### config.mk
export PLATFORM = sky130hd
export DESIGN_NAME = pma_tx_symb_buffer
export DESIGN_NICKNAME = d
export VERILOG_FILES = /design/src/rtl/pma_tx_symb_buffer.sv
export SDC_FILE = /design/constraint.sdc
export NUM_CORES = 1
export LEC_CHECK = 0
export BUFFER_PORTS_ARGS = -buffer_cell sky130_fd_sc_hd__buf_4
export CAP_MARGIN = 40
export CORE_ASPECT_RATIO = 0.6
export CORE_MARGIN = 3
export CORE_UTILIZATION = 61
export CTS_BUF_LIST = sky130_fd_sc_hd__clkbuf_4
export DETAILED_ROUTE_END_ITERATION = 10
export PLACE_DENSITY = 0.85
export SYNTH_ARGS = -nofsm -noshare
export SYNTH_HDL_FRONTEND = slang
export SYNTH_SLANG_ARGS = --single-unit
export TNS_END_PERCENT = 100
### constraint.sdc
create_clock -name clock -period 3.6 [get_ports clock]
set_input_delay 0.18 -clock clock [delete_from_list [all_inputs] [get_ports clock]]
set_output_delay 0.18 -clock clock [all_outputs]
set_load 0.1 [all_outputs]
### src/rtl/pma_tx_symb_buffer.sv
// Elastic buffer between the PCS transmit encoder and the PMA transmit path.
// Primes to PRIME entries, then releases one symbol vector per symbol-timer tick.
module pma_tx_symb_buffer #(
  parameter int unsigned DEPTH  = 8,
  parameter int unsigned PRIME  = 2,
  parameter int unsigned SYMB_W = 3
) (
  input  logic                         clock,
  input  logic                         reset,
  input  logic                         io_in_valid,
  output logic                         io_in_ready,
  input  logic [SYMB_W-1:0]            io_in_bits_0,
  input  logic [SYMB_W-1:0]            io_in_bits_1,
  input  logic [SYMB_W-1:0]            io_in_bits_2,
  input  logic [SYMB_W-1:0]            io_in_bits_3,
  input  logic                         io_symb_timer_done,
  input  logic                         io_flush,
  output logic                         io_out_valid,
  output logic [SYMB_W-1:0]            io_out_bits_0,
  output logic [SYMB_W-1:0]            io_out_bits_1,
  output logic [SYMB_W-1:0]            io_out_bits_2,
  output logic [SYMB_W-1:0]            io_out_bits_3,
  output logic                         io_underflow,
  output logic                         io_running,
  output logic [$clog2(DEPTH+1)-1:0]   io_level,
  output logic [15:0]                  io_underflow_count
);

  localparam int unsigned PtrW = $clog2(DEPTH);
  localparam int unsigned LvlW = $clog2(DEPTH + 1);
  localparam int unsigned VecW = 4 * SYMB_W;

  typedef enum logic {StFill, StRun} state_e;

  state_e          state_q, state_d;
  logic [PtrW-1:0] head_q, head_d, tail_q, tail_d;
  logic [LvlW-1:0] level_q, level_d;
  logic [VecW-1:0] out_bits_q, out_bits_d;
  logic            out_valid_q, out_valid_d;
  logic            underflow_q, underflow_d;
  logic [15:0]     count_q, count_d;
  logic [VecW-1:0] mem_q [DEPTH];

  logic [VecW-1:0] in_vec;
  logic            in_ready, push, pop, underflow, run_eff, has_data, tick;

  assign in_vec = {io_in_bits_3, io_in_bits_2, io_in_bits_1, io_in_bits_0};
  assign tick   = io_symb_timer_done && !io_flush;

  always_comb begin
    in_ready    = level_q < LvlW'(DEPTH);
    has_data    = level_q != '0;
    push        = io_in_valid && in_ready && !io_flush;
    // The FILL->RUN decision precedes the tick action, so a priming tick pops.
    run_eff     = (state_q == StRun) || (level_q >= LvlW'(PRIME));
    pop         = tick && run_eff && has_data;
    underflow   = tick && (state_q == StRun) && !has_data;

    state_d     = state_q;
    head_d      = head_q;
    tail_d      = tail_q;
    level_d     = level_q;
    out_bits_d  = out_bits_q;
    out_valid_d = io_symb_timer_done;
    underflow_d = underflow;
    count_d     = count_q;

    if (io_flush) begin
      state_d = StFill;
      head_d  = '0;
      tail_d  = '0;
      level_d = '0;
    end else begin
      if (push) begin
        tail_d = tail_q + PtrW'(1);
      end
      if (pop) begin
        head_d = head_q + PtrW'(1);
      end
      level_d = level_q + LvlW'(push) - LvlW'(pop);
      if (underflow) begin
        state_d = StFill;
      end else if (run_eff) begin
        state_d = StRun;
      end
    end

    if (io_symb_timer_done) begin
      out_bits_d = pop ? mem_q[head_q] : '0;
    end

    if (underflow && (count_q != 16'hFFFF)) begin
      count_d = count_q + 16'd1;
    end
  end

  always_ff @(posedge clock or negedge reset) begin
    if (!reset) begin
      state_q     <= StFill;
      head_q      <= '0;
      tail_q      <= '0;
      level_q     <= '0;
      out_bits_q  <= '0;
      out_valid_q <= 1'b0;
      underflow_q <= 1'b0;
      count_q     <= '0;
    end else begin
      state_q     <= state_d;
      head_q      <= head_d;
      tail_q      <= tail_d;
      level_q     <= level_d;
      out_bits_q  <= out_bits_d;
      out_valid_q <= out_valid_d;
      underflow_q <= underflow_d;
      count_q     <= count_d;
    end
  end

  // Storage needs no reset: entries are only read after being written.
  always_ff @(posedge clock) begin
    if (push) begin
      mem_q[tail_q] <= in_vec;
    end
  end

  assign io_in_ready        = in_ready;
  assign io_out_valid       = out_valid_q;
  assign io_out_bits_0      = out_bits_q[0*SYMB_W +: SYMB_W];
  assign io_out_bits_1      = out_bits_q[1*SYMB_W +: SYMB_W];
  assign io_out_bits_2      = out_bits_q[2*SYMB_W +: SYMB_W];
  assign io_out_bits_3      = out_bits_q[3*SYMB_W +: SYMB_W];
  assign io_underflow       = underflow_q;
  assign io_running         = state_q == StRun;
  assign io_level           = level_q;
  assign io_underflow_count = count_q;

endmodule

==> flow_summary.ini <==
[run_status]
status = completed

[sta]
timing.final.crit_share = 0.7729
tightestPinTransition_ps = 837.0
fin_hold_ws_ps = 187.8
hold_violations = 0
fin_setup_tns_ps = 0
slew_viol_final = 0
fmax_mhz = 359.4
slew_headroom = 0.4420
clock_skew_ps = 21.71
rsz0062_at_grt = no
setup_viol = 0
period_needed_ps = 2782

[cts]
cts_tree = done
numCtsBuffers = 17
cts_resized = 0
cts.sinks = 137
htree_num_levels = 4
clkTransAtPathRegs_ps = 110
post-cts-setup-buffer-count = 0
clk_latency_ps = 510
clock_path_buffers = 2
cts_root_buffer = clkbuf_4

[die]
fp.dieH_um = 80.36
design.die.area_sq_mm = 0.01044
die_w_um = 129.9
ios = 53
num_rows = 26
fp.coreArea_sq_mm = 0.008718
start_util = 0.6448

[worst_setup_path]
cp.required_ps = 4040
cp-start-kind = flop
end_kind = flop
path_max_fanout = 5
slowest_stage = dfrtp_4
path_cells = clkinvlp_4, ha_1, or3b_4, and2_2, nand2_1, inv_1, ha_1, inv_1, ha_1, inv_1, fa_1, xor2_1, nor2_1
arrival_ps = 3220
crit_type = flop to flop
critical_path.top_delay_family = adder cells
crit_buf_inv = 4
cp_slowest_stage_delay_ps = 520

[route]
routed_via_density = 5.803
num_vias = 3174
drt-initial-drc-count = 261
drc_errors = 0
avgRoutedWirePerCell_um = 19.98
routed_wl_um = 10930
ant_nets = 0
first_pass_iters = 4

[global_routing]
grt_pass1_wl_um = 16940
grt_util_all_layers = 0.2276
antenna_found_initial = 0
grt_pass1_vias = 3214
global_route.overflow_total = 0
grt_max_degree = 42

[logic_synthesis]
synth_nets = 363
synthXorXnorAreaFrac = 0.02804
yosysSeqAreaShare = 0.6953
yosysUniqueCellTypes = 41
ys_top_cells_by_area = edfxtp_1, dfrtp_1, mux4_2
yosysTopAreaCell = edfxtp_1
netlist_area_sq_mm = 0.005622
synthSimpleGateAreaFrac = 0.08035
muxShareOfSynthArea = 0.1195
synth_top_family_by_area = multiplexers
ys_seq_elements = 137
syn_inst = 336
synthArstFlopShare = 0.2993
synth_edf_count = 96
ys_warn_count = 0
synth_compound_area_frac = 0.02760
synth_fa_ha_area_frac = 0.02359
ys.flop_type = edfxtp_1
yosysTopAreaCellShare = 0.5128
avgSynthCellArea_sq_um = 16.73

[layout]
diodes = 0
drive_gt1_frac = 0.3080
area_growth_pct = 18.61
final.fill_count = 489
multi_input_area_sq_mm = 0.001569
final_util = 0.7648
final_net_count = 449
area.sequential_sq_mm = 0.003913
fin_cells = 547

[power]
power.density_mw_per_mm2 = 628.7
p_total_mw = 4.192
p_leak_nw = 2.517
ir_worst_vdd_mv = 0.3946

[worst_hold_path]
min_path_type = primary input to asynchronous set/reset pin

[placement]
dp_cells = 499
io_buffer_count = 52
hpwl_um = 6984
gp_congestion = 0.8526

[run]
cap_violations = 0
[registers in the layout, indices dropped and copies added (netlist names)]
register / flops
head_q: 3
io_level: 4
io_underflow_count: 16
mem_q: 96
out_bits_q: 12
io_out_valid: 1
io_running: 1
tail_q: 3
io_underflow: 1
[cell usage after synthesis (all sizes together), types with 4 or more instances]
cell type,number
inv,23
buf,6
edfxtp,96
nor2,17
nand2,12
nor4,4
nor3,9
dfrtp,41
xor2,15
mux4,24
nand3,6
a21oi,7
mux2i,12
o22ai,12
clkbuf,7
ha,9
nand2b,4
[per-stage QoR]
step	worst slack, ps	cell area, sq um
2_1_floorplan	29.23	5629
3_3_place_gp	943.1	6192
3_5_place_dp	823.3	6192
4_1_cts	801.0	6668
5_1_grt	639.8	6668
6_report	817.6	6668
[what timing repair did]
item | CTS | global route
endpoints found under the hold margin | 152 | 0
hold buffers | 16 | 0
setup endpoints to repair | 0 | 0
[cells by family (layout without fill, tap and decap cells)]
logic type	Yosys count	in the layout
and+or+nand+nor	73	73
buffers and inverters	36	135
adders and majority gates	10	10
xor gates and xnor gates	18	18
DFF	137	137
AOI/OAI and AO/OA	25	25
muxes	37	37
[area by class of cell]
cell class	instances	area share
multi-input cells	163	0.2353
clock inverters	10	0.02252
inverters	23	0.01351
flip-flops and latches	137	0.5868
well taps	112	0.02102
clock buffers	22	0.02477
repair buffers	80	0.09608
[layer usage]
| layer | part of all wire | wire (um) | vias to the layer above | GRT usage |
|---|---|---|---|---|
| met2 | 0.47 | 5136 | 117 | 0.3314 |
| met4 | 0.022 | 243 | 0 | 0.09855 |
| met5 | 0 | 0 | - | 0 |
| li1 | - | - | 1450 | - |
| met1 | 0.44 | 4830 | 1586 | 0.3114 |
| met3 | 0.066 | 717 | 21 | 0.08439 |
[worst paths after layout]
kind                                       start               endpoint  slack, ps  cells after the start
min reg2reg                io_underflow_count[7]  io_underflow_count[7]        510                      1
min in group clock               io_in_bits_3[2]           mem_q[2][11]        440                      2
max reg2reg                          io_level[3]            io_level[2]        820                     13
min                                        reset          out_bits_q[9]        190                      2
max                                  io_level[3]            io_level[2]        820                     13
max in group asynchronous                  reset            io_level[3]       2970                      2
[worst reg2reg max path, delay by kind of cell, from the launching register on]
| kind | cells | cell delay [ps] |
|---|---|---|
| AND/OR/NAND/NOR | 4 | 780 |
| flip-flops | 1 | 520 |
| buffers and inverters | 4 | 270 |
| XOR/XNOR | 1 | 170 |
| adder cells (fa/ha/maj) | 4 | 980 |
[placed cells by master (no fill, tap or decap), types with 6 or more instances in the layout]
cell | Yosys | layout
nand2_1 | 12 | 12
ha_1 | 9 | 9
mux4_2 | 24 | 24
xor2_1 | 15 | 15
clkbuf_4 | 0 | 22
inv_1 | 23 | 22
a21oi_1 | 7 | 7
dfrtp_1 | 41 | 40
dlygate4sd3_1 | 0 | 16
edfxtp_1 | 96 | 96
mux2i_1 | 12 | 12
nor3_1 | 7 | 7
nand3_1 | 6 | 6
o22ai_1 | 12 | 12
buf_4 | 1 | 64
nor2_1 | 17 | 17
[report_power, final]
part           switching, mW  total [mW]  internal, mW
Combinational          0.858        1.21         0.353
Sequential            0.0823        1.88          1.80
Clock                  0.517        1.10         0.583
Total                   1.46        4.19          2.73
Power figures use the tool's default switching activity.
